==> config.mk <==
export PLATFORM = sky130hd
export DESIGN_NAME = note_lanes
export DESIGN_NICKNAME = d
export VERILOG_FILES = /design/src/rtl/note_pkg.sv /design/src/rtl/pattern_fifo.sv /design/src/rtl/note_lanes.sv
export SDC_FILE = /design/constraint.sdc
export NUM_CORES = 1
export LEC_CHECK = 0
export CORE_ASPECT_RATIO = 0.75
export CORE_UTILIZATION = 55
export CTS_CLUSTER_DIAMETER = 50
export DETAILED_ROUTE_END_ITERATION = 16
export MAX_ROUTING_LAYER = met4
export PLACE_DENSITY = 0.8
export SLEW_MARGIN = 10
export SYNTH_ARGS = -nofsm -noshare
export SYNTH_HDL_FRONTEND = slang
export SYNTH_SLANG_ARGS = --single-unit
==> constraint.sdc <==
create_clock -name CLOCK_25 -period 3.9 [get_ports CLOCK_25]
set_input_delay 0.585 -clock CLOCK_25 [delete_from_list [all_inputs] [get_ports CLOCK_25]]
set_output_delay 0.585 -clock CLOCK_25 [all_outputs]
set_load 0.02 [all_outputs]
==> src/rtl/note_pkg.sv <==
// Shared constants and FSM state type for the falling-note lane game.
package note_pkg;

    localparam int SCREEN_W   = 640;
    localparam int SCREEN_H   = 480;
    localparam int SPRITE_H   = 32;
    localparam int WIN_LO_DEF = 428;
    localparam int WIN_HI_DEF = 470;

    typedef enum logic [0:0] {
        ST_IDLE = 1'b0,
        ST_FALL = 1'b1
    } state_e;

endpackage

==> src/rtl/pattern_fifo.sv <==
// Small flop-based FIFO holding queued note patterns; pushes while full are dropped.
module pattern_fifo #(
    parameter int WIDTH = 4,
    parameter int DEPTH = 4
) (
    input  logic                     clk,
    input  logic                     rst_n,
    input  logic                     push,
    input  logic [WIDTH-1:0]         din,
    input  logic                     pop,
    output logic [WIDTH-1:0]         dout,
    output logic                     full,
    output logic                     empty,
    output logic [$clog2(DEPTH):0]   count
);

    localparam int AW = $clog2(DEPTH);
    localparam int CW = AW + 1;

    logic [DEPTH-1:0][WIDTH-1:0] mem_q, mem_d;
    logic [AW-1:0]               wr_ptr_q, wr_ptr_d;
    logic [AW-1:0]               rd_ptr_q, rd_ptr_d;
    logic [CW-1:0]               count_q, count_d;
    logic                        push_ok, pop_ok;

    assign full    = (count_q == CW'(DEPTH));
    assign empty   = (count_q == '0);
    assign count   = count_q;
    assign dout    = mem_q[rd_ptr_q];
    assign push_ok = push && !full;
    assign pop_ok  = pop && !empty;

    always_comb begin
        mem_d    = mem_q;
        wr_ptr_d = wr_ptr_q;
        rd_ptr_d = rd_ptr_q;
        count_d  = count_q;
        if (push_ok) begin
            mem_d[wr_ptr_q] = din;
            wr_ptr_d        = wr_ptr_q + 1'b1;
        end
        if (pop_ok) begin
            rd_ptr_d = rd_ptr_q + 1'b1;
        end
        // simultaneous push and pop leaves occupancy unchanged
        case ({push_ok, pop_ok})
            2'b10:   count_d = count_q + 1'b1;
            2'b01:   count_d = count_q - 1'b1;
            default: count_d = count_q;
        endcase
    end

    always_ff @(posedge clk or negedge rst_n) begin
        if (!rst_n) begin
            mem_q    <= '0;
            wr_ptr_q <= '0;
            rd_ptr_q <= '0;
            count_q  <= '0;
        end else begin
            mem_q    <= mem_d;
            wr_ptr_q <= wr_ptr_d;
            rd_ptr_q <= rd_ptr_d;
            count_q  <= count_d;
        end
    end

endmodule

==> src/rtl/note_lanes.sv <==
// Falling-note rhythm core: pattern queue, fall timing, key judgement,
// score/combo tracking and per-pixel lane sprite decode.
module note_lanes #(
    parameter int LANES      = 4,
    parameter int TICK_DIV   = 200000,
    parameter int FIFO_DEPTH = 4,
    parameter int WIN_LO     = note_pkg::WIN_LO_DEF,
    parameter int WIN_HI     = note_pkg::WIN_HI_DEF,
    parameter int SCREEN_H   = note_pkg::SCREEN_H,
    parameter int SPRITE_H   = note_pkg::SPRITE_H
) (
    input  logic             CLOCK_25,
    input  logic             reset,
    input  logic [LANES-1:0] KEY,
    input  logic [LANES-1:0] pattern_in,
    input  logic             pattern_valid,
    output logic             pattern_ready,
    input  logic [9:0]       next_x,
    input  logic [9:0]       next_y,
    output logic [LANES-1:0] sprite_pattern,
    output logic [9:0]       y_pos,
    output logic             hit,
    output logic             miss,
    output logic             note_done,
    output logic [15:0]      score,
    output logic [7:0]       combo
);
    import note_pkg::*;

    localparam int TW     = (TICK_DIV > 1) ? $clog2(TICK_DIV) : 1;
    localparam int LANE_W = SCREEN_W / LANES;
    localparam logic [9:0] Y_EXIT = 10'(SCREEN_H);
    localparam logic [9:0] Y_WLO  = 10'(WIN_LO);
    localparam logic [9:0] Y_WHI  = 10'(WIN_HI);
    localparam logic [9:0] HALF_H = 10'(SPRITE_H / 2);

    state_e           state_q, state_d;
    logic [9:0]       y_q, y_d;
    logic [LANES-1:0] cur_q, cur_d;
    logic             judged_q, judged_d;
    logic             jhit_q, jhit_d;
    logic [15:0]      score_q, score_d;
    logic [7:0]       combo_q, combo_d;
    logic [TW-1:0]    tcnt_q, tcnt_d;
    logic             hit_q, hit_d, miss_q, miss_d, done_q, done_d;
    logic [LANES-1:0] ks1_q, ks2_q, kprev_q;

    logic [LANES-1:0]              fifo_dout;
    logic                          fifo_full, fifo_empty, fifo_pop;
    logic [$clog2(FIFO_DEPTH):0]   fifo_count;
    logic                          tick, press_edge, judge, in_window;
    logic [LANES-1:0]              pressed;

    pattern_fifo #(
        .WIDTH (LANES),
        .DEPTH (FIFO_DEPTH)
    ) u_fifo (
        .clk   (CLOCK_25),
        .rst_n (reset),
        .push  (pattern_valid),
        .din   (pattern_in),
        .pop   (fifo_pop),
        .dout  (fifo_dout),
        .full  (fifo_full),
        .empty (fifo_empty),
        .count (fifo_count)
    );

    logic unused_ok;
    assign unused_ok = &{1'b0, fifo_count};

    assign pattern_ready = !fifo_full;
    assign fifo_pop      = (state_q == ST_IDLE) && !fifo_empty;
    assign tick          = (tcnt_q == TW'(TICK_DIV - 1));
    assign pressed       = ks2_q;
    assign press_edge    = |(pressed & ~kprev_q);
    assign in_window     = (y_q >= Y_WLO) && (y_q <= Y_WHI);
    assign judge         = (state_q == ST_FALL) && press_edge && !judged_q
                           && (cur_q != '0) && in_window;

    always_comb begin
        state_d  = state_q;
        y_d      = y_q;
        cur_d    = cur_q;
        judged_d = judged_q;
        jhit_d   = jhit_q;
        score_d  = score_q;
        combo_d  = combo_q;
        hit_d    = 1'b0;
        miss_d   = 1'b0;
        done_d   = 1'b0;
        tcnt_d   = tick ? '0 : tcnt_q + 1'b1;

        case (state_q)
            ST_IDLE: begin
                if (!fifo_empty) begin
                    cur_d    = fifo_dout;
                    y_d      = '0;
                    judged_d = 1'b0;
                    jhit_d   = 1'b0;
                    state_d  = ST_FALL;
                end
            end
            ST_FALL: begin
                if (judge) begin
                    judged_d = 1'b1;
                    if (pressed == cur_q) begin
                        jhit_d  = 1'b1;
                        hit_d   = 1'b1;
                        score_d = (score_q == 16'hFFFF) ? score_q : score_q + 16'd1;
                        combo_d = (combo_q == 8'hFF) ? combo_q : combo_q + 8'd1;
                    end else begin
                        miss_d  = 1'b1;
                        combo_d = '0;
                    end
                end
                if (tick) begin
                    if (y_q == Y_EXIT) begin
                        y_d     = '0;
                        done_d  = 1'b1;
                        state_d = ST_IDLE;
                        // unjudged real note scrolled off: counts as a miss
                        if (!judged_q && (cur_q != '0)) begin
                            miss_d  = 1'b1;
                            combo_d = '0;
                        end
                    end else begin
                        y_d = y_q + 10'd1;
                    end
                end
            end
            default: state_d = ST_IDLE;
        endcase
    end

    always_ff @(posedge CLOCK_25 or negedge reset) begin
        if (!reset) begin
            state_q  <= ST_IDLE;
            y_q      <= '0;
            cur_q    <= '0;
            judged_q <= 1'b0;
            jhit_q   <= 1'b0;
            score_q  <= '0;
            combo_q  <= '0;
            tcnt_q   <= '0;
            hit_q    <= 1'b0;
            miss_q   <= 1'b0;
            done_q   <= 1'b0;
            ks1_q    <= '0;
            ks2_q    <= '0;
            kprev_q  <= '0;
        end else begin
            state_q  <= state_d;
            y_q      <= y_d;
            cur_q    <= cur_d;
            judged_q <= judged_d;
            jhit_q   <= jhit_d;
            score_q  <= score_d;
            combo_q  <= combo_d;
            tcnt_q   <= tcnt_d;
            hit_q    <= hit_d;
            miss_q   <= miss_d;
            done_q   <= done_d;
            // keys are stored already inverted so a cleared synchronizer means released
            ks1_q    <= ~KEY;
            ks2_q    <= ks1_q;
            kprev_q  <= ks2_q;
        end
    end

    // sprite rows span [y-H/2, y+H/2); the top edge is clamped rather than wrapped
    logic [9:0]  spr_lo;
    logic [10:0] spr_hi;
    logic        spr_en, y_in;
    assign spr_lo = (y_q >= HALF_H) ? (y_q - HALF_H) : 10'd0;
    assign spr_hi = {1'b0, y_q} + {1'b0, HALF_H};
    assign spr_en = (state_q == ST_FALL) && !(judged_q && jhit_q);
    assign y_in   = (next_y >= spr_lo) && ({1'b0, next_y} < spr_hi);

    for (genvar i = 0; i < LANES; i++) begin : g_lane
        localparam logic [10:0] X0 = 11'(i * LANE_W);
        localparam logic [10:0] X1 = 11'((i + 1) * LANE_W);
        assign sprite_pattern[i] = spr_en && cur_q[i] && y_in
                                   && ({1'b0, next_x} >= X0) && ({1'b0, next_x} < X1);
    end

    assign y_pos     = y_q;
    assign hit       = hit_q;
    assign miss      = miss_q;
    assign note_done = done_q;
    assign score     = score_q;
    assign combo     = combo_q;

endmodule

==> flow_metrics.tcl <==
set metrics [dict create \
    ys.flop_type "dfrtp_1" \
    max-vdd-ir-drop_mv 0.314 \
    synth_edf_count 0 \
    reg2reg_from "y_pos[4]" \
    post-place-ws_ns -0.0216 \
    die_area_mm2 0.0101 \
    cp-start-kind "flop" \
    switching_share_pct 28.0 \
    cts_tree "done" \
    total_power_w 0.00274 \
    hold_viol 0 \
    setup_slack_ns 0.124 \
    yosys-top-cells-area "dfrtp_1 45%, ha_1 7.7%, mux2_2 4.6%" \
    nNetsFinal 666 \
    fmax_mhz 265 \
    fp.coreArea_mm2 0.00923 \
    avgSynthCellArea_um2 10.2 \
    cp.required_ns 3.31 \
    synth-compound-area-share_pct 10.0 \
    synth-adder-area-share_pct 8.11 \
    dp.final_hpwl_um 8740 \
    skew_ns 0.00868 \
    vias 4256 \
    outcome "complete, no violations" \
    setup_viol_count_final 0 \
    drive_above_1_share_pct 13.7 \
    synth_top_cell_area_share_pct 45.5 \
    dr.first_iter.drc_count 450 \
    ys_seq_elements 97 \
    p_leak_nw 2.80 \
    cp_slowest_cell "dfrtp_2" \
    grt_usage_pct 27.0 \
    synth-simple-area-share_pct 18.4 \
    io_buffers 67 \
    grt_overflow_total 0 \
    drc 0 \
    worstSetupEndpointType "output pin" \
    reg2reg_to "combo[5]" \
    htreeDepth 3 \
    r2r_slack_ns 1.24 \
    cts_sinks 97 \
    drtPass1Iterations 5 \
    async_reset_ff_share_pct 100 \
    numCtsBuffers 9 \
    wl_per_cell_um 16.7 \
    antenna_found_initial 0 \
    synth_top_family_by_area "simple AND/OR/NAND/NOR gates" \
    grt_max_degree 71 \
    tightestPinTransition_ns 0.889 \
    initial_utilization_pct 57.8 \
    synth-xor-area-share_pct 7.88 \
    syn_inst 521 \
    period_needed_ns 3.78 \
    ios 73 \
    die_w_um 116 \
    area_growth_pct 22.8 \
    crit_chain "buf_4, ha_1, nand3_1, xor2_1, ha_1, and3_1, a22o_1, o21ai_1, nand3_1, a41o_4, nor4_2, buf_2" \
    vias_per_cell 5.80 \
    die_y_um 87.3 \
    p_seq_share_pct 47.6 \
    place.gp.congestion 0.862 \
    clk_pin_slew_worst_paths_ns 0.07 \
    rows 30 \
    combPwrFrac_pct 20.6 \
    syn_nets 586 \
    cts_buffer_depth 2 \
    max_stage_delay_ns 0.45 \
    synth_area_mm2 0.00534 \
    synthDistinctLibCells 61 \
    muxShareOfSynthArea_pct 6.52 \
    drv_cap 0 \
    yosysSeqAreaShare_pct 45.5 \
    clock_latency_ns 0.35 \
    worst-endpoint-arrival_ns 3.19 \
    antenna_cells 0 \
    pwr_density_cell_mw_per_mm2 418 \
    grt_first_pass_wirelength_um 20300 \
    p_clk_share_pct 31.8 \
    crit_type "reg2out" \
    slew_headroom_pct 40.7 \
    grt_pass1_vias 4194 \
    synth-warning-count 0 \
    p_sw_w 0.000766 \
    crit_fanout 5 \
    drv_slew 0 \
    p_int_w 0.00197 \
    cts-root-buf "clkbuf_16" \
    timing.hold.worst.class "in2async" \
    postRouteAntennaNets 0 \
    finalCritPeriodShare_pct 96.8 \
    yosysTopAreaCell "dfrtp_1" \
    worstRegToRegCells 9 \
    wirelength_um 12300 \
]
## cell families (layout without fill, tap and decap cells)
group | Yosys count | after routing
AOI/OAI and AO/OA | 79 | 79
xor gates and xnor gates | 48 | 48
adders and majority gates | 34 | 34
buffers and inverters | 43 | 128
DFF | 97 | 97
muxes | 27 | 27
and+or+nand+nor | 193 | 193
## worst max-delay path, delay by kind of cell, from the launching register on
family,cells,cell delay (ns)
buffers and inverters,2,0.34
xor gates and xnor gates,1,0.21
adders and majority gates,2,0.47
DFF,1,0.45
and+or+nand+nor,4,0.69
AOI/OAI and AO/OA,3,0.67
## sequential cells by signal, summed over array words and instances, names as in the netlist, 2 cells and up
name	count
u_fifo.rd_ptr_q	2
score	16
u_fifo.wr_ptr_q	2
ks1_q	4
u_fifo.count	3
kprev_q	4
u_fifo.mem_q	16
tcnt_q	18
cur_q	4
ks2_q	4
combo	8
y_pos	10
## what timing repair did
action | in CTS | in global routing
endpoints found under the setup margin | 4 | 4
pin swaps | 0 | 1
setup buffers | 0 | 1
gates resized for setup | 19 | 19
cloned | 0 | 0
hold buffers | 0 | 0
## cells in the mapped netlist (16+ instances only)
master    n
a21oi_1  17
dfrtp_1  97
ha_1     33
inv_1    26
mux2_2   22
nand2_1  51
nand3_1  29
nand4_1  16
nor2_1   31
o21ai_0  24
xnor2_1  28
xor2_1   20
## cell type report
class                      instances  area (um2)
clock inverter                     5        56.3
clock buffer                      11         233
sequential                        97        2430
tap                              128         160
timing repair buffer              86         793
inverter                          26        97.6
multi-input combinational        381        2780
fill                             690        2680
## cell usage in the layout, fill, tap and decap left out, types with 10 or more instances in the layout
cell | Yosys | layout
clkdlybuf4s50_1 | 0 | 62
dfrtp_1 | 97 | 96
xor2_1 | 20 | 20
buf_4 | 1 | 21
nor2_1 | 31 | 30
inv_1 | 26 | 25
mux2_2 | 22 | 22
nor3_1 | 15 | 15
nand4_1 | 16 | 16
a21oi_1 | 17 | 16
o21ai_0 | 24 | 22
nand3_1 | 29 | 29
nand2_1 | 51 | 50
and3_1 | 10 | 10
ha_1 | 33 | 32
xnor2_1 | 28 | 28
## layer usage
| metal | GRT usage (%) | share of wire (%) | up-vias |
|---|---|---|---|
| li1 | - | - | 2015 |
| met1 | 35.9 | 46 | 2064 |
| met2 | 42.5 | 46 | 153 |
| met3 | 4.66 | 5.6 | 24 |
| met4 | 8.74 | 1.9 | 0 |
| met5 | - | 0 | - |
## worst max path at each step
stage          depth (start not counted)                 to      from
2_1_floorplan                         12  sprite_pattern[3]  y_pos[4]
3_3_place_gp                          16  sprite_pattern[1]  y_pos[5]
3_5_place_dp                          16  sprite_pattern[0]  y_pos[5]
4_1_cts                               16  sprite_pattern[3]  y_pos[5]
5_1_grt                               12  sprite_pattern[2]  y_pos[5]
6_report                              12  sprite_pattern[1]  y_pos[5]
## metrics by stage
step	setup TNS, ns	std cells	area, um2	util, %	hold slack (ns)
4_1_cts	0	733	6490	70.3	0.353
3_3_place_gp	0	717	6210	67.2	0.335
3_5_place_dp	-0.0216	717	6210	67.2	0.339
2_1_floorplan	0	521	5340	-	0.289
5_1_grt	-0.0551	734	6550	70.9	0.357
6_report	0	734	6550	70.9	0.339
## power groups by stage
| stage | logic [W] | registers (W) | clock network, W |
|---|---|---|---|
| 2_1_floorplan | 0.000428 | 0.00125 | 0 |
| 3_3_place_gp | 0.000514 | 0.00131 | 0 |
| 3_5_place_dp | 0.000549 | 0.00132 | 0 |
| 4_1_cts | 0.000559 | 0.00130 | 0.000877 |
| 5_1_grt | 0.000619 | 0.00133 | 0.000917 |
| 6_report | 0.000563 | 0.00130 | 0.000872 |
Power figures use the tool's default switching activity.
